### config.mk
export PLATFORM = sky130hd
export DESIGN_NAME = irrigation_zone_scheduler
export DESIGN_NICKNAME = d
export VERILOG_FILES = /design/src/rtl/irrigation_pkg.sv /design/src/rtl/zone_arbiter.sv /design/src/rtl/irrigation_zone_scheduler.sv
export SDC_FILE = /design/constraint.sdc
export NUM_CORES = 1
export LEC_CHECK = 0
export CAP_MARGIN = 20
export CELL_PAD_IN_SITES_DETAIL_PLACEMENT = 1
export CELL_PAD_IN_SITES_GLOBAL_PLACEMENT = 1
export CORE_ASPECT_RATIO = 0.8
export CORE_UTILIZATION = 32
export DETAILED_ROUTE_END_ITERATION = 10
export PLACE_DENSITY = 0.85
export SETUP_SLACK_MARGIN = 0.4
export SLEW_MARGIN = 20
export SYNTH_ARGS = -nofsm -noshare
export SYNTH_HDL_FRONTEND = slang
export SYNTH_SLANG_ARGS = --single-unit
### constraint.sdc
create_clock -name clock -period 1.95 [get_ports clock]
set_clock_uncertainty 0.05 [all_clocks]
set_input_delay 0.2925 -clock clock [delete_from_list [all_inputs] [get_ports clock]]
set_output_delay 0.2925 -clock clock [all_outputs]
set_load 0.02 [all_outputs]
### src/rtl/irrigation_pkg.sv
// Shared types and constants for the irrigation zone scheduler.
// Holds the FSM/mode encodings, default run lengths and probe helper functions.
package irrigation_pkg;

    typedef enum logic [2:0] {
        ST_IDLE     = 3'd0,
        ST_SELECT   = 3'd1,
        ST_IRRIGATE = 3'd2,
        ST_ERROR    = 3'd3
    } state_t;

    typedef enum logic {
        MODE_DRIPPER   = 1'b0,
        MODE_SPRINKLER = 1'b1
    } mode_t;

    localparam int DEFAULT_SPRINKLER_TICKS = 120;
    localparam int DEFAULT_DRIPPER_TICKS   = 240;

    // Reservoir probes are stacked, so a higher probe wet above a dry lower one is impossible.
    function automatic logic probe_conflict(input logic low, input logic mid, input logic high);
        return (high & ~mid) | (mid & ~low) | (high & ~low);
    endfunction

    function automatic mode_t select_mode(input logic mid, input logic air, input logic cold);
        return (mid & ~air & ~cold) ? MODE_SPRINKLER : MODE_DRIPPER;
    endfunction

endpackage

### src/rtl/zone_arbiter.sv
// Round-robin picker: returns the first dry zone found after the last-served zone.
// Purely combinational; the caller owns the last-served pointer.
module zone_arbiter #(
    parameter int ZONES = 4,
    parameter int ZW    = $clog2(ZONES)
) (
    input  logic [ZONES-1:0] dry,
    input  logic [ZW-1:0]    last_zone,
    output logic [ZW-1:0]    grant,
    output logic             grant_valid
);

    // The last-served zone itself is examined last, so it only wins when it is the sole dry zone.
    always_comb begin
        int idx;
        logic [ZW-1:0] sel;
        grant       = '0;
        grant_valid = 1'b0;
        idx         = 0;
        sel         = '0;
        for (int i = 1; i <= ZONES; i++) begin
            idx = int'(last_zone) + i;
            if (idx >= ZONES) begin
                idx = idx - ZONES;
            end
            sel = ZW'(idx);
            if (!grant_valid && dry[sel]) begin
                grant       = sel;
                grant_valid = 1'b1;
            end
        end
    end

endmodule

### src/rtl/irrigation_zone_scheduler.sv
// Irrigation scheduler: serves dry zones one at a time in round-robin order,
// running either a sprinkler pump or a dripper valve for a tick-counted interval.
module irrigation_zone_scheduler
    import irrigation_pkg::*;
#(
    parameter int ZONES           = 4,
    parameter int TIME_W          = 8,
    parameter int SPRINKLER_TICKS = DEFAULT_SPRINKLER_TICKS,
    parameter int DRIPPER_TICKS   = DEFAULT_DRIPPER_TICKS
) (
    input  logic                     clock,
    input  logic                     reset,
    input  logic                     tick,
    input  logic                     low_water_level,
    input  logic                     mid_water_level,
    input  logic                     high_water_level,
    input  logic [ZONES-1:0]         earth_humidity,
    input  logic                     air_humidity,
    input  logic                     low_temperature,
    output logic [ZONES-1:0]         splinker_bomb,
    output logic [ZONES-1:0]         dripper_valvule,
    output logic                     water_supply_valvule,
    output logic                     alarm,
    output logic                     conflicting_values,
    output logic [$clog2(ZONES)-1:0] active_zone,
    output logic [TIME_W-1:0]        remaining,
    output logic [2:0]               state
);

    localparam int ZW = $clog2(ZONES);

    logic             tick_q;
    logic             low_q;
    logic             mid_q;
    logic             high_q;
    logic             air_q;
    logic             cold_q;
    logic [ZONES-1:0] earth_q;

    state_t           cur_state;
    state_t           next_state;
    mode_t            mode_q;
    logic [ZW-1:0]    cur_zone;
    logic [ZW-1:0]    last_zone;

    logic             conflict_now;
    logic [ZONES-1:0] dry;
    logic [ZONES-1:0] zone_onehot;
    logic             cur_wet;
    logic             other_dry;
    logic             run_done;
    logic [ZW-1:0]    grant;
    logic             grant_valid;

    logic             load_run;
    logic             clear_run;
    logic             count_tick;

    // Every input passes through one register; all decisions below use the registered copies.
    always_ff @(posedge clock) begin
        if (reset) begin
            tick_q  <= 1'b0;
            low_q   <= 1'b0;
            mid_q   <= 1'b0;
            high_q  <= 1'b0;
            air_q   <= 1'b0;
            cold_q  <= 1'b0;
            earth_q <= '0;
        end else begin
            tick_q  <= tick;
            low_q   <= low_water_level;
            mid_q   <= mid_water_level;
            high_q  <= high_water_level;
            air_q   <= air_humidity;
            cold_q  <= low_temperature;
            earth_q <= earth_humidity;
        end
    end

    assign conflict_now = probe_conflict(low_q, mid_q, high_q);
    assign dry          = ~earth_q;
    assign zone_onehot  = {{(ZONES-1){1'b0}}, 1'b1} << cur_zone;
    assign cur_wet      = earth_q[cur_zone];
    assign other_dry    = |(dry & ~zone_onehot);
    assign run_done     = (remaining == '0) || cur_wet;

    zone_arbiter #(
        .ZONES (ZONES),
        .ZW    (ZW)
    ) u_zone_arbiter (
        .dry         (dry),
        .last_zone   (last_zone),
        .grant       (grant),
        .grant_valid (grant_valid)
    );

    always_ff @(posedge clock) begin
        if (reset) begin
            cur_state <= ST_IDLE;
        end else begin
            cur_state <= next_state;
        end
    end

    // A termination condition always beats a coincident tick, so the count freezes on exit.
    always_comb begin
        next_state = cur_state;
        load_run   = 1'b0;
        clear_run  = 1'b0;
        count_tick = 1'b0;
        if (conflict_now) begin
            next_state = ST_ERROR;
            clear_run  = 1'b1;
        end else begin
            case (cur_state)
                ST_IDLE: begin
                    if (low_q && (|dry)) begin
                        next_state = ST_SELECT;
                    end
                end
                ST_SELECT: begin
                    if (low_q && grant_valid) begin
                        next_state = ST_IRRIGATE;
                        load_run   = 1'b1;
                    end else begin
                        next_state = ST_IDLE;
                        clear_run  = 1'b1;
                    end
                end
                ST_IRRIGATE: begin
                    if (!low_q) begin
                        next_state = ST_IDLE;
                        clear_run  = 1'b1;
                    end else if (run_done) begin
                        if (other_dry) begin
                            next_state = ST_SELECT;
                        end else begin
                            next_state = ST_IDLE;
                            clear_run  = 1'b1;
                        end
                    end else if (tick_q) begin
                        count_tick = 1'b1;
                    end
                end
                ST_ERROR: begin
                    next_state = ST_IDLE;
                    clear_run  = 1'b1;
                end
                default: begin
                    next_state = ST_IDLE;
                    clear_run  = 1'b1;
                end
            endcase
        end
    end

    // Mode and zone are latched only when a run is loaded, so climate changes cannot alter a run.
    always_ff @(posedge clock) begin
        if (reset) begin
            remaining            <= '0;
            cur_zone             <= '0;
            last_zone            <= ZW'(ZONES - 1);
            mode_q               <= MODE_DRIPPER;
            conflicting_values   <= 1'b0;
            water_supply_valvule <= 1'b0;
            alarm                <= 1'b0;
        end else begin
            conflicting_values   <= conflict_now;
            water_supply_valvule <= ~high_q & ~conflict_now;
            alarm                <= conflict_now | ~mid_q;
            if (load_run) begin
                cur_zone  <= grant;
                last_zone <= grant;
                mode_q    <= select_mode(mid_q, air_q, cold_q);
                if (select_mode(mid_q, air_q, cold_q) == MODE_SPRINKLER) begin
                    remaining <= TIME_W'(SPRINKLER_TICKS);
                end else begin
                    remaining <= TIME_W'(DRIPPER_TICKS);
                end
            end else if (clear_run) begin
                remaining <= '0;
            end else if (count_tick && (remaining != '0)) begin
                remaining <= remaining - TIME_W'(1);
            end
        end
    end

    always_comb begin
        splinker_bomb   = '0;
        dripper_valvule = '0;
        active_zone     = '0;
        if (cur_state == ST_IRRIGATE) begin
            active_zone = cur_zone;
            if (mode_q == MODE_SPRINKLER) begin
                splinker_bomb = zone_onehot;
            end else begin
                dripper_valvule = zone_onehot;
            end
        end
    end

    assign state = cur_state;

endmodule

==> results of run 1 <==
placed cells by master, fill, tap and decap left out, drive strengths merged, types with 3 or more instances in the layout:
cell type / instances
a21oi: 9
buf: 48
clkbuf: 4
clkdlybuf4s50: 11
dfxtp: 28
dlygate4sd2: 9
dlymetal6s2s: 3
inv: 7
nand2: 12
nand2b: 5
nand3b: 3
nor2: 19
nor2b: 12
nor3: 6
nor4: 3
o21a: 3
o21ai: 10
or3: 3
or4: 4
state kept, by name, indices dropped and copies added, names as in the netlist:
| signal | flops |
|---|---|
| remaining | 8 |
| earth_q | 4 |
| cur_zone | 2 |
| last_zone | 2 |
| state | 2 |
| air_q | 1 |
| alarm | 1 |
| cold_q | 1 |
| conflicting_values | 1 |
| high_q | 1 |
| low_q | 1 |
| mid_q | 1 |
| mode_q | 1 |
| tick_q | 1 |
| water_supply_valvule | 1 |
synthesized netlist by cell type, types with 2 or more instances:
cell type  instances
dfxtp_1           28
or3_1              3
nor3_1             5
nor2b_1           12
o22ai_1            2
a21oi_1            8
o21a_1             3
nor2_1            19
nand2_1           12
o211a_1            2
nor4_1             3
nand2b_1           5
nand3_1            2
inv_1              7
buf_6              2
nand3b_1           3
ha_1               2
clkbuf_1           4
or4_1              4
xnor2_1            2
o21ai_0            9
and2b_1            2
xor2_1             2
metrics by stage:
| stage | TNS, ps | area (um^2) | std cells |
|---|---|---|---|
| 5_1_grt | -1573 | 2500 | 292 |
| 4_1_cts | -598.7 | 2268 | 286 |
| 2_1_floorplan | -213.9 | 1496 | 167 |
| 3_5_place_dp | -520.0 | 2028 | 274 |
| 6_report | -1167 | 2500 | 292 |
| 3_3_place_gp | -87.93 | 2028 | 274 |
final timing paths:
check | startpoint | to | slack (ps) | cells after the start
max | cur_zone[0] | remaining[1] | -230 | 6
min | mid_q | alarm | 470 | 1
max reg2reg | cur_zone[0] | remaining[1] | -230 | 6
min reg2reg | mid_q | alarm | 470 | 1
power by group through the flow:
| stage | clock network (W) | logic (W) | registers [W] |
|---|---|---|---|
| 2_1_floorplan | 0 | 0.000140 | 0.000650 |
| 3_3_place_gp | 0 | 0.000256 | 0.000635 |
| 3_5_place_dp | 0 | 0.000267 | 0.000637 |
| 4_1_cts | 0.000463 | 0.000299 | 0.000626 |
| 5_1_grt | 0.000499 | 0.000371 | 0.000636 |
| 6_report | 0.000488 | 0.000357 | 0.000633 |
cell type report:
class	instances	area [um^2]
Fill cell	470	1704
Multi-Input combinational cell	123	1090
Timing Repair Buffer	73	666.9
Sequential cell	28	571.8
Tap cell	57	71.32
Clock buffer	3	41.29
Clock inverter	1	30.03
Inverter	7	28.78
what timing repair did:
| action | CTS | global route |
|---|---|---|
| pin swaps | 12 | 13 |
| setup buffers | 8 | 6 |
| setup endpoints to repair | 34 | 29 |
| gates resized for setup | 92 | 53 |
logic make-up (layout without fill, tap and decap cells):
family                     after synthesis  count (layout)  share of synthesized area [%]
muxes                                    2               2                          2.299
buffers and inverters                   16              84                          5.747
AOI/OAI and AO/OA                       38              38                          18.66
and+or+nand+nor                         76              76                          29.18
DFF                                     28              28                          39.61
other                                    1               1                         0.2650
adders and majority gates                2               2                          1.768
xor gates and xnor gates                 4               4                          2.476
routing by layer:
layer | vias up | wire length, um | track usage [%]
met1 | 848 | 2714 | 27.62
met2 | 83 | 3199 | 41.06
li1 | 719 | - | -
met3 | 24 | 396 | 5.333
met5 | - | 0 | 0
met4 | 0 | 231 | 11.54
==> impl_results.md, run 1 <==
* Status: finished, violations left
* Failing checks: negative setup slack
* Via count at 1674
* Initial Utilization at 33.66%
* Std-Cell Rows at 21
* Avg Vias per Cell at between 5 and 6
* RD Place Congestion at a little over 0.8
* Core area at between 0.004 and 0.005 mm^2
* WS Path Type: flop to flop
* Clock power share at between 30% and 40%
* Pwr Total at about 0.0015 W
* Final worst slack at -225.2 ps
* First-pass GRT wire length at about 8300 um
* Sw Share at 29.64%
* Number of global-route vias before repair at about 1600
* Pre-CTS WS at -159.0 ps
* Mapped Area at approximately 0.0014 mm^2
* Nets@finish at between 200 and 300
* Clk sinks at 28
* Flop pwr share at between 40 and 50%
* Final Hold Vio Count at 0
* DIE AREA at roughly 0.0047 mm^2
* DRT iter0 DRCs at between 90 and 100
* HP Class: flop to flop
* Synth cell types at approximately 50
* WP buf/inv at 0
* Num CTS Buffers at 3
* Clock Tree Root: clkbuf_8
* Crit-path cells: mux4_2 > a31oi_4 > o21bai_4 > a21oi_4 > or3_4 > a211oi_2
* Number of synthesized register bits at 28
* CP max FO at 5
* Post-DR wirelength/cell at around 22 um
* RSZ-0062 raised after global routing: yes
* Reported net switching power at around 0.00044 W
* Leak at a little over 1 nW
* Area added between synthesis and finish at 76.66%
* Tmin final at ~2200 ps
* Worst slew pin tran at 623.0 ps
* Initial antenna violation count at 0
* Combinational Power Share at about 24%
* Maxcap violations at 0
* CTS tree: built
* Slew headroom at 57.94%
* ANT nets after route at 0
* WL final at 6542 um
* Final Max Slew Viols at 0
* Avg Synthesized Cell Area at 8.474 um^2
* Total gr overflow at 0
* Worst path slowest cell: mux4_2
* Cell Pwr Density at 591.0 mW/mm^2
* Syn. warnings at 0
* Synthesized Nets at 181
* Crit. End Element: flop
* Tcrit/Tclk final at 111.5%
* Post-synthesis sequential area ratio at 39.61%
* Ys flop type: dfxtp_1
* Share of cells above drive strength 1 at around 48%
* Worst EP arrival at 2320 ps
* Worst vdd ir at approximately 0.0005 V
* Synth top area share at between 30% and 40%
* Top delay family on crit path: compound AO/OA/AOI/OAI gates
* Drc violations at 0
* Post-synth EDFFs at 0
* Final setup viols at 9
* Largest stage delay on the critical path at 530 ps
* Clk Latency, worst-skew pair at 290 ps
* HPWL Detailed at 3527 um
* Fmax at roughly 460 MHz
* I/O Buffers at 34
* Largest net degree at the start of global routing at 17
* Antenna cells at 0
* Fin util at 59.46%
* IO Count at 36
* Ys async rst share at 0%
* Hold slack at roughly 470 ps
* Area contributors post-synth: dfxtp_1, nor2b_1, nor2_1, o21ai_0, nand2_1
* Die width at between 70 and 80 um
* Total track usage at between 20% and 30%
* Bufs on Longest Clock Path at 2
* Drt pass-1 iters at 4
* Cts hold-fix bufs at 0
* Clock transition at path regs at ~110 ps
* Die H at a little over 60 um
* Internal at slightly above 0.001 W
* CP Launch Type: flop
* Worst Path Required at 2090 ps
* Cells after Synth at approximately 170
* Top cell type by total area after synthesis: dfxtp_1
* H-Tree Depth at 1
(Power assumes the default switching activity.)
==> run 2: changes to the inputs <==
--- a/config.mk
+++ b/config.mk
@@ -9,11 +9,14 @@
 export CELL_PAD_IN_SITES_DETAIL_PLACEMENT = 1
 export CELL_PAD_IN_SITES_GLOBAL_PLACEMENT = 1
 export CORE_ASPECT_RATIO = 0.8
-export CORE_UTILIZATION = 32
+export CORE_MARGIN = 3
+export CORE_UTILIZATION = 33
 export DETAILED_ROUTE_END_ITERATION = 10
-export PLACE_DENSITY = 0.85
+export PLACE_DENSITY = 0.86
+export RECOVER_POWER = 50
 export SETUP_SLACK_MARGIN = 0.4
 export SLEW_MARGIN = 20
 export SYNTH_ARGS = -nofsm -noshare
 export SYNTH_HDL_FRONTEND = slang
+export SYNTH_HIERARCHICAL = 1
 export SYNTH_SLANG_ARGS = --single-unit
==> run 2 against run 1 <==
  * The run still ends with negative setup slack left
  * Sequential cell count is the same
  * Cell count grew 3.1%
  * Clock-buffer cell count is the same
  * Sequential power grew 2%
  * Largest power group unchanged
  * Die area grew 18%
  * Clock power shrank 5.5%
  * Global-route usage shrank 4.1 points
  * Largest cell class unchanged
  * Combinational power grew 27%
==> impl_results.md, run 2 <==
* Status: finished, violations left (unchanged)
* Failing checks: negative setup slack (unchanged)
* Worst Path Required at 2080 ps (was 2090 ps)
* Synth top area share at 36.25% (was 39.61%)
* Highest Signal Layer: met4 (unchanged)
* Compound-Gate Fraction of Synth Area at 22.41% (was 18.66%)
* M1 wire length at 2364 um (was 2714 um)
* Leak at 0.9609 nW (was 1.031 nW)
* Top cell type by total area after synthesis: dfxtp_1 (unchanged)
* Final Hold Vio Count at 0 (unchanged)
* Ys async rst share at 0% (unchanged)
* Avg Synthesized Cell Area at 8.451 um^2 (was 8.474 um^2)
* WL final at 5207 um (was 6542 um)
* Cell Pwr Density at 638.3 mW/mm^2 (was 591.0 mW/mm^2)
* Synthesized Nets at 197 (was 181)
* Avg Vias per Cell at 5.375 (was 5.733)
* ANT nets after route at 0 (unchanged)
* Internal at 0.001093 W (was 0.001040 W)
* Share of cells above drive strength 1 at 37.70% (was 48.09%)
* Pwr Total at 0.001558 W (was 0.001478 W)
* Post-synth EDFFs at 0 (unchanged)
* Hold EP: water_supply_valvule (was alarm)
* Initial Utilization at 35.67% (was 33.66%)
* Commonest non-fill, non-tap cells in the layout: buf_4, dfxtp_1, buf_6, nand2_1, nor2_1 (was buf_4, dfxtp_1, buf_6, nor2b_1, clkdlybuf4s50_1)
* Reg2reg end: remaining[1] (unchanged)
* Final setup viols at 1 (was 9)
* Fill count at 513 (was 470)
* Clk Latency, worst-skew pair at 280 ps (was 290 ps)
* Reg with most FFs: remaining (unchanged)
* WS Path Type: flop to flop (unchanged)
* Met2 wire length at 2532 um (was 3199 um)
* Total gr overflow at 0 (unchanged)
* Antenna cells at 0 (unchanged)
* Top-count cell post-synth: dfxtp_1 (unchanged)
* Drt pass-1 iters at 6 (was 4)
* Clock Tree Root: clkbuf_8 (unchanged)
* Fmax at 511.9 MHz (was 459.7 MHz)
* I/O Buffers at 34 (unchanged)
* Die H at 67.23 um (was 61.48 um)
* First-pass GRT wire length at 8052 um (was 8273 um)
* Bufs on Longest Clock Path at 2 (unchanged)
* Crit. End Element: flop (unchanged)
* H-Tree Depth at 1 (unchanged)
* RSZ-0062 raised after global routing: yes (unchanged)
* Setup slack, reg-to-reg at -4 ps (was -230 ps)
* Maxcap violations at 0 (unchanged)
* Post-DR wirelength/cell at 17.30 um (was 22.40 um)
* Largest family of logic cells by synthesized area: simple AND/OR/NAND/NOR gates (unchanged)
* Tmin final at 1954 ps (was 2175 ps)
* Fin util at 56.31% (was 59.46%)
* Post-synthesis sequential area ratio at 36.25% (was 39.61%)
* Xor/xnor share of the synthesized area at 1.133% (was 2.476%)
* Drc violations at 0 (unchanged)
* IO Count at 36 (unchanged)
* Synth top cells by count: dfxtp_1, nor2_1, nand2_1, inv_1, nor2b_1 (was dfxtp_1, nor2_1, nand2_1, nor2b_1, o21ai_0)
* Nets@finish at 259 (was 250)
* Final worst slack at -3.558 ps (was -225.2 ps)
* DRT iter0 DRCs at 75 (was 99)
* Area contributors post-synth: dfxtp_1, nor2_1, nor2b_1, a211oi_1, nand2_1 (was dfxtp_1, nor2b_1, nor2_1, o21ai_0, nand2_1)
* Combinational Power Share at 29.1% (was 24.2%)
* HPWL Detailed at 3583 um (was 3527 um)
* Std-Cell Rows at 21 (unchanged)
* Area added between synthesis and finish at 57.85% (was 76.66%)
* Largest registers: remaining (8), earth_q (4) (unchanged)
* Die width at 82.54 um (was 76.35 um)
* Largest net degree at the start of global routing at 17 (unchanged)
* Hold depth at 1 (unchanged)
* Flop pwr share at 41.4% (was 42.8%)
* Post-synthesis mux area share at 2.751% (was 2.299%)
* DIE AREA at 0.005549 mm^2 (was 0.004694 mm^2)
* Worst slew pin tran at 625.5 ps (was 623.0 ps)
* HP Class: flop to flop (unchanged)
* CTS tree: built (unchanged)
* Number of global-route vias before repair at 1614 (was 1613)
* Mapped Area at 0.001546 mm^2 (was 0.001415 mm^2)
* Synth cell types at 50 (was 49)
* CP max FO at 8 (was 5)
* Num CTS Buffers at 3 (unchanged)
* RD Place Congestion at 0.8623 (was 0.8261)
* Met3 wire length at 272 um (was 396 um)
* Commonest non-fill, non-tap cell in the layout: buf_4 (unchanged)
* Syn. warnings at 6 (was 0)
* Total track usage at 19.18% (was 23.26%)
* Synth Area in Simple Gates at 29.94% (was 29.18%)
* CP Launch Type: flop (unchanged)
* HP Start: high_q (was mid_q)
* Sw Share at 29.87% (was 29.64%)
* Tcrit/Tclk final at 100.2% (was 111.5%)
* Ys flop type: dfxtp_1 (unchanged)
* Pre-CTS WS at 40.92 ps (was -159.0 ps)
* Worst r2r path cells at 6 (unchanged)
* Number of synthesized register bits at 28 (unchanged)
* Clock power share at 29.6% (was 33.0%)
* Core area at 0.004335 mm^2 (was 0.004204 mm^2)
* Number of flip-flops in the largest register at 8 (unchanged)
* Via count at 1618 (was 1674)
* Worst vdd ir at 0.0004359 V (was 0.0004927 V)
* R2R Path Start: cur_zone[0] (unchanged)
* Slew headroom at 58.30% (was 57.94%)
* Clock transition at path regs at 100 ps (was 110 ps)
* Post-Synth Adder-Cell Area at 1.618% (was 1.768%)
* Final Max Slew Viols at 0 (unchanged)
* Worst EP arrival at 2080 ps (was 2320 ps)
* Reported net switching power at 0.0004654 W (was 0.0004380 W)
* Initial antenna violation count at 0 (unchanged)
* Cells after Synth at 183 (was 167)
* Clk sinks at 28 (unchanged)
[run 2: cells by family (layout without fill, tap and decap cells)]
family,count (synthesis),in the layout
adders and majority gates,2,2
other,1,1
xor gates and xnor gates,2,2
AOI/OAI and AO/OA,42,42
muxes,3,3
DFF,28,28
and+or+nand+nor,85,85
buffers and inverters,20,81
[run 2: power by group through the flow]
stage / Clock (W) / Sequential (W) / Combinational (W)
after floorplan: 0 / 0.000674 / 0.000185
after global routing: 0.000499 / 0.000651 / 0.000486
final: 0.000461 / 0.000644 / 0.000453
after CTS: 0.000472 / 0.000638 / 0.000394
after global placement: 0 / 0.000649 / 0.000364
after detailed placement: 0 / 0.000652 / 0.000374
[run 2: worst max path at each step]
stage / startpoint / end / slack (ps)
CTS: cur_zone[0] / remaining[1] / 40
global placement: cur_zone[0] / remaining[7] / 90
detailed placement: cur_zone[0] / remaining[1] / 40
floorplan: cur_zone[0] / remaining[7] / 20
finish: cur_zone[0] / remaining[1] / -4
global route: cur_zone[0] / remaining[1] / -80
[run 2: cell type report]
| class | instances | area [um^2] | area share, % |
|---|---|---|---|
| tap | 57 | 71.32 | 2.922 |
| clock buffer | 3 | 41.29 | 1.691 |
| inverter | 13 | 48.80 | 1.999 |
| timing repair buffer | 64 | 570.5 | 23.37 |
| multi-input combinational | 135 | 1101 | 45.11 |
| clock inverter | 1 | 30.03 | 1.230 |
| sequential | 28 | 578.1 | 23.68 |
[run 2: metrics by stage]
stage               cell area [um^2]  setup TNS, ps  hold slack, ps  instances
finish                          2441         -3.558           438.5        301
global route                    2441         -247.1           466.1        301
CTS                             2286              0           446.3        294
detailed placement              2087              0           431.8        286
global placement                2087              0           392.1        286
floorplan                       1572              0           370.7        183
[run 2: routing by layer]
metal	up-vias	global-route usage [%]
li1	770	-
met1	799	25.95
met2	44	30.50
met3	5	4.667
met4	0	5.102
met5	-	0
[run 2: repair_timing]
action                     4_1_cts  5_1_grt
setup endpoints to repair       35       30
hold buffers                     0        0
setup buffers                    4        7
resized for setup               86       42
hold endpoints to repair         0        0
pin swaps                        8        9
[run 2: critical path: stages, from the launching register on]
cell and delay, ps:
dfxtp_2 360, mux4_2 550, a211o_1 340, o311ai_4 150
nand2_4 80, buf_6 140, a2111oi_4 170
